[config.mk]
export PLATFORM = sky130hd
export DESIGN_NAME = writeback_regfile
export DESIGN_NICKNAME = d
export VERILOG_FILES = /design/src/rtl/writeback_regfile.sv
export SDC_FILE = /design/constraint.sdc
export NUM_CORES = 2
export LEC_CHECK = 0
export CELL_PAD_IN_SITES_DETAIL_PLACEMENT = 0
export CELL_PAD_IN_SITES_GLOBAL_PLACEMENT = 1
export CORE_ASPECT_RATIO = 1.2
export CORE_MARGIN = 8
export CORE_UTILIZATION = 25
export CTS_CLUSTER_SIZE = 30
export DETAILED_ROUTE_END_ITERATION = 10
export HOLD_SLACK_MARGIN = 0.03
export MAX_ROUTING_LAYER = met4
export PLACE_DENSITY = 0.55
export SLEW_MARGIN = 20
export SYNTH_ARGS = -nofsm -noshare
export SYNTH_HDL_FRONTEND = slang
export SYNTH_SLANG_ARGS = --single-unit
[constraint.sdc]
create_clock -name clk -period 9.9 [get_ports clk]
set_clock_uncertainty 0.05 [all_clocks]
set_input_delay 2.475 -clock clk [delete_from_list [all_inputs] [get_ports clk]]
set_output_delay 2.475 -clock clk [all_outputs]
set_load 0.03 [all_outputs]
[src/rtl/writeback_regfile.sv]
// rtl/writeback_regfile.sv - Y86-64 write-back stage and register file with one combinational read port.
// Optional same-cycle read bypass of the accepted write: define WB_FORWARD_EN.
module writeback_regfile #(
  parameter int DATA_W  = 64,
  parameter int NREG    = 15,
  parameter int RSP_IDX = 4
) (
  input  logic              clk,
  input  logic              rst_n,
  input  logic              wb_valid,
  output logic              wb_ready,
  input  logic [3:0]        icode,
  input  logic [3:0]        rA,
  input  logic [3:0]        rB,
  input  logic              cnd,
  input  logic [DATA_W-1:0] valE,
  input  logic [DATA_W-1:0] valM,
  input  logic [1:0]        stat,
  input  logic [3:0]        rd_addr,
  output logic [DATA_W-1:0] rd_data,
  output logic              halted,
  output logic [31:0]       retired
);

  localparam logic [3:0] RNONE  = 4'hF;
  localparam logic [3:0] NREG_A = 4'(NREG);
  localparam logic [3:0] RSP_A  = 4'(RSP_IDX);

  typedef enum logic {ST_RUN, ST_HALT} state_t;

  state_t            state_q, state_d;
  logic              halted_q, halted_d;
  logic              ready_q, ready_d;
  logic [31:0]       retired_q, retired_d;
  logic [DATA_W-1:0] regs_q [NREG];
  logic [DATA_W-1:0] regs_d [NREG];

  logic       accept, stop, we_e, we_m;
  logic [3:0] dst_e, dst_m;

  always_comb begin
    dst_e = RNONE;
    case (icode)
      4'h2:                      dst_e = cnd ? rB : RNONE;
      4'h3, 4'h6:                dst_e = rB;
      4'h8, 4'h9, 4'hA, 4'hB:    dst_e = RSP_A;
      default:                   dst_e = RNONE;
    endcase
    dst_m = (icode == 4'h5 || icode == 4'hB) ? rA : RNONE;
  end

  assign accept = wb_valid & ready_q;
  // A halting or faulting instruction retires but never writes.
  assign stop   = (icode == 4'h0) || (stat != 2'd0);
  assign we_m   = accept & ~stop & (dst_m != RNONE) & (dst_m < NREG_A);
  // popq %rsp: the loaded value wins over the incremented stack pointer.
  assign we_e   = accept & ~stop & (dst_e != RNONE) & (dst_e < NREG_A) &
                  ~(we_m & (dst_m == dst_e));

  always_comb begin
    regs_d    = regs_q;
    state_d   = state_q;
    retired_d = retired_q;
    if (we_e) regs_d[dst_e] = valE;
    if (we_m) regs_d[dst_m] = valM;
    if (accept) begin
      retired_d = retired_q + 32'd1;
      if (stop) state_d = ST_HALT;
    end
    halted_d = (state_d == ST_HALT);
    ready_d  = (state_d == ST_RUN);
  end

  always_ff @(posedge clk or negedge rst_n) begin
    if (!rst_n) begin
      state_q   <= ST_RUN;
      halted_q  <= 1'b0;
      ready_q   <= 1'b1;
      retired_q <= '0;
      for (int i = 0; i < NREG; i++) regs_q[i] <= DATA_W'(i);
    end else begin
      state_q   <= state_d;
      halted_q  <= halted_d;
      ready_q   <= ready_d;
      retired_q <= retired_d;
      regs_q    <= regs_d;
    end
  end

  always_comb begin
    rd_data = '0;
    if (rd_addr < NREG_A) begin
`ifdef WB_FORWARD_EN
      if (we_m && rd_addr == dst_m)      rd_data = valM;
      else if (we_e && rd_addr == dst_e) rd_data = valE;
      else                               rd_data = regs_q[rd_addr];
`else
      rd_data = regs_q[rd_addr];
`endif
    end
  end

  assign wb_ready = ready_q;
  assign halted   = halted_q;
  assign retired  = retired_q;

endmodule

Yosys cells after proc, flatten, opt, wreduce, memory -nomap -nowiden
Index checks and enable logic that the tools add are counted.
{ "word_totals": {"ff_bits": 994, "input_bits": 150, "output_inout_bits": 98, "wordCells": 77} }
{ "op_classes": {"addsub": 1, "order_cmp": 8, "n_eq_ne": 11, "muxes": 17, "bitwise": 14, "n_reduce_logical": 8} }
{ "op_table": {"columns": ["operator", "count"], "rows": [
  ["bitwise mux 960 bit", 2],
  ["two-way mux 960 bit", 2],
  ["demux 64 bit (select 4 bit)", 2],
  ["two-way mux 64 bit", 5],
  ["binary-select mux 64 bit (select 4 bit)", 1],
  ["adder 32 x 1 -> 32 bit, second input constant", 1],
  ["equality test 4 bit, second input constant", 4],
  [">= comparator 5 bit, second input constant", 3],
  ["inverter 4 -> 5 bit", 3],
  ["less-than comparator 4 bit, second input constant", 3],
  ["one-hot mux 4 bit (3 select lines)", 1],
  ["less-than comparator 5 x 1 -> 1 bit, second input constant", 2],
  ["AND 1 bit", 8],
  ["equality test 4 x 2 -> 1 bit, second input constant", 2],
  ["equality test 4 x 3 -> 1 bit, second input constant", 2],
  ["two-way mux 4 bit", 2],
  ["!= test 4 bit, second input constant", 2],
  ["equality test 4 bit", 1],
  ["zero test 4 bit", 1],
  ["OR reduction 4 bit", 1],
  ["inverter 1 bit", 3],
  ["logical AND 1 bit", 2],
  ["logical OR 1 bit", 2],
  ["two-way mux 1 bit", 2],
  ["other kinds (2)", 2]
]} }

Logic depth before layout (Yosys ltp)
{ "logic_depth": {"word_depth": 12, "depth_mapped": 10, "depth_no_buf": 7} }

Least setup slack after synthesis
Ideal clock, no wire load.
{ "synth_timing": {"kind": "input to output", "from": "input port rd_addr[0]", "to": "output port rd_data[10]", "t_arrival_ns": 4.563, "t_required_ns": 7.375, "setup_slack_ns": 2.812, "cell_stages": 5, "n_path_buf": 3, "cell_sequence": "clkbuf_1 -> clkbuf_1 -> buf_1 -> mux4_2 -> mux4_2"} }
{ "synth_via": {"elab_chain_len": 5, "elab_cells_between_ends": 6, "cone_classes": "order compare (1); mux (4); bitwise (1)"} }
{ "synth_lines": {"columns": ["item", "line_no", "rtl"], "rows": [
  ["start, declared", "19", "input logic [3:0] rd_addr,"],
  ["inverter 4 -> 5 bit (not written as such)", "98", "rd_data = regs_q[rd_addr];"],
  ["binary-select mux 64 bit (select 4 bit)", "98", null],
  ["two-way mux 64 bit (not written as such) (2 in a row)", "98", null],
  ["two-way mux 64 bit (*)", "92", "if (rd_addr < NREG_A) begin"],
  ["end, declared", "20", "output logic [DATA_W-1:0] rd_data,"]
]} }
Mark *: on every way between the ends. The rest lies on a longest branch, timed or not. The select of a mux whose other input is x is not followed.

Worst setup path in the final report
{ "layout_timing": {"from": "input port rd_addr[0]", "to": "output port rd_data[26]"} }
The elaborated chain is that of the path after synthesis.

==> out/qor.txt <==
Status = completed
Ys flop type = dfrtp_1
GR Util All Layers = 0.211
Synth warn = 0
LEAKAGE = 25.5 nW
Ratio of cells with drive above 1 in the final layout = 0.104
Vias per std cell = 5.24
Sequential area share after synthesis = 0.473
Slew margin rel. = 0.227
Syn avg cell area = 8.96 µm²
Max Root-Sink Buffers = 3
Setup crit end kind = output pin
Maximum VDD drop = 0.135 mV
Period minus WS final = 8.00 ns
Max-cap violation count = 0
Post-Place Cells = 8407
Nets@finish = 5891
Post-DRT Antenna Nets = 0
Vias in the first global route = 43765
Placer congestion estimate = 0.788
Asr flop ratio synth = 1.00
Period utilisation layout = 0.808
Most frequent cells after synthesis = nand2_1, dfrtp_1, nor2_1
First-pass GRT wire length = 343 mm
Largest net degree at the start of global routing = 161
Detail Placement HPWL = 127 mm
Iteration-0 DRC Markers = 4926
Power Dens Cells = 162 nW/µm²
Layout area overhead = 16.6%
Initial antenna violation count = 43
H-tree depth = 3
Critical path type = in2out
Starting Density = 0.251
CTS tree = built
Post-synth EDFFs = 0
Post-Syn Instances = 5873
IO Count = 248
Root Driver = clkbuf_16
Fin. max-slew vios = 0
Count leader, synth = nand2_1
Cell Rows = 184
CP Data Arrival Time = 5.48 ns
Leading area contributor after synthesis = dfrtp_1
Dominant cells by area after synthesis = dfrtp_1, nand2_1, mux4_2, a31oi_1, nor2_1
Worst setup SP type = primary input
Netlist cell types = 51
First-pass detailed-route iteration total = 8
Grt total ovfl = 0
Final setup vio count = 0
Port-buffer cells = 247
Worst-Skew Late Latency = 0.73 ns
Die X = 435 µm
PostCTS Resize Cnt = 0
Final std cells w/o fill = 8648
DRC = 0
Mapped Area = 52600 µm²
Worst reg2reg setup slack = 5.64 ns
Wire length per cell = 27.8 µm
Post-route cell area = 61300 µm²
Final Hold Fails = 0
CTS Buf Count = 120
Hold crit path type = reg2reg
FMAX = 125 MHz
Synthesized Nets = 6024
Clock slew at reported path FFs = 0.06 ns
Die height = 519 µm
DP Area = 57300 µm²
# fillers = 21682
Synth top area share = 0.459
CTS Sinks = 994
WL final = 241 mm
FF+latch count, synth = 994
Via Count = 45325
Die ar. = 226000 µm²
Crit-path max FO = 40
Worst slew pin tran = 1.16 ns
Post-CTS Setup Bufs = 0
CP required = 7.38 ns
Hold-fix buffers, CTS = 0
RSZ-0062 raised after global routing = no
Total Neg Setup Slack = 0 ns
Core Region = 209000 µm²
-- cell usage in the layout (no fill, tap or decap), types with 5 or more instances in the layout --
cell type,synthesis,layout
a21oi_1,68,68
a31oi_1,768,768
and3_1,10,9
buf_12,0,21
buf_4,8,66
bufinv_16,0,6
clkbuf_1,425,35
clkbuf_16,0,123
clkbuf_8,0,30
clkdlybuf4s50_1,0,242
clkinv_2,0,17
dfrtp_1,965,965
dfstp_2,29,29
diode_2,0,23
inv_1,5,5
mux2i_1,256,256
mux4_2,256,256
nand2_1,1756,1746
nand2_4,0,10
nand3_1,34,23
nand3_4,0,11
nand4_1,10,10
nor2_1,845,843
nor2_4,2,6
nor3_4,1,6
o21ai_0,144,144
o21ai_1,50,50
xnor2_1,29,29
-- cell families (layout without fill, tap and decap cells) --
group,after synthesis,after routing,share of synthesized area
AO/OA/AOI/OAI,1043,1043,0.118
multiplexers,512,512,0.158
XOR/XNOR,31,31,0.00516
adder cells (fa/ha/maj),1,1,0.000238
AND/OR/NAND/NOR,2698,2698,0.197
buffers and inverters,594,556,0.0474
other,0,23,0
flip-flops,994,994,0.473
-- routing by layer --
metal / global-route usage / vias to the layer above / share of wire
met5: - / - / 0
met4: 0.0607 / 0 / 0.030
met3: 0.0272 / 381 / 0.055
met2: 0.350 / 1799 / 0.49
met1: 0.270 / 23171 / 0.42
li1: - / 19974 / -
-- critical path, stage by stage --
cell and delay, ns:
buf_8 0.40, nor2b_4 0.81, buf_12 0.41, nand2_1 0.09, o21ai_0 0.09, mux4_2 0.38, clkdlybuf4s50_1 0.72
-- through the flow --
step	power [mW]	hold WS [ns]	utilization	setup slack (ns)
final	9.93	0.419	0.293	1.90
after global routing	10.3	0.462	0.293	1.77
after global placement	5.46	0.414	0.274	1.88
after detailed placement	5.48	0.418	0.274	1.83
after floorplan	5.00	0.413	-	2.81
after CTS	10.0	0.426	0.293	1.83
-- registers in the layout (all words and copies together), names as in the netlist --
signal and count:
regs_q 960, retired 32, halted 1, wb_ready 1
-- cell type report --
cell class	instances	area, µm²	share of cell area
antenna	23	57.6	0.000938
timing repair buffer	334	3410	0.0556
tap	2790	3490	0.0569
clock inverter	29	314	0.00512
inverter	5	18.8	0.000306
sequential	994	24900	0.406
clock buffer	188	3620	0.0590
multi-input combinational	4285	25500	0.416
-- power breakdown --
part	leakage, nW	internal (mW)	switching, mW	total, mW
Sequential	13.7	4.29	0.147	4.44
Clock	1.94	2.64	1.89	4.53
Combinational	9.88	0.375	0.580	0.955
-- path summary, 6_finish.rpt --
check / startpoint / depth (start not counted) / end
max: rd_addr[0] / 7 / rd_data[26]
min: retired[31] / 1 / retired[31]
max reg2reg: wb_ready / 7 / regs_q[46]
min reg2reg: retired[31] / 1 / retired[31]
max in group asynchronous: rst_n / 3 / regs_q[951]
min in group asynchronous: rst_n / 1 / regs_q[723]
No activity file was read; power rests on OpenSTA's default activity.
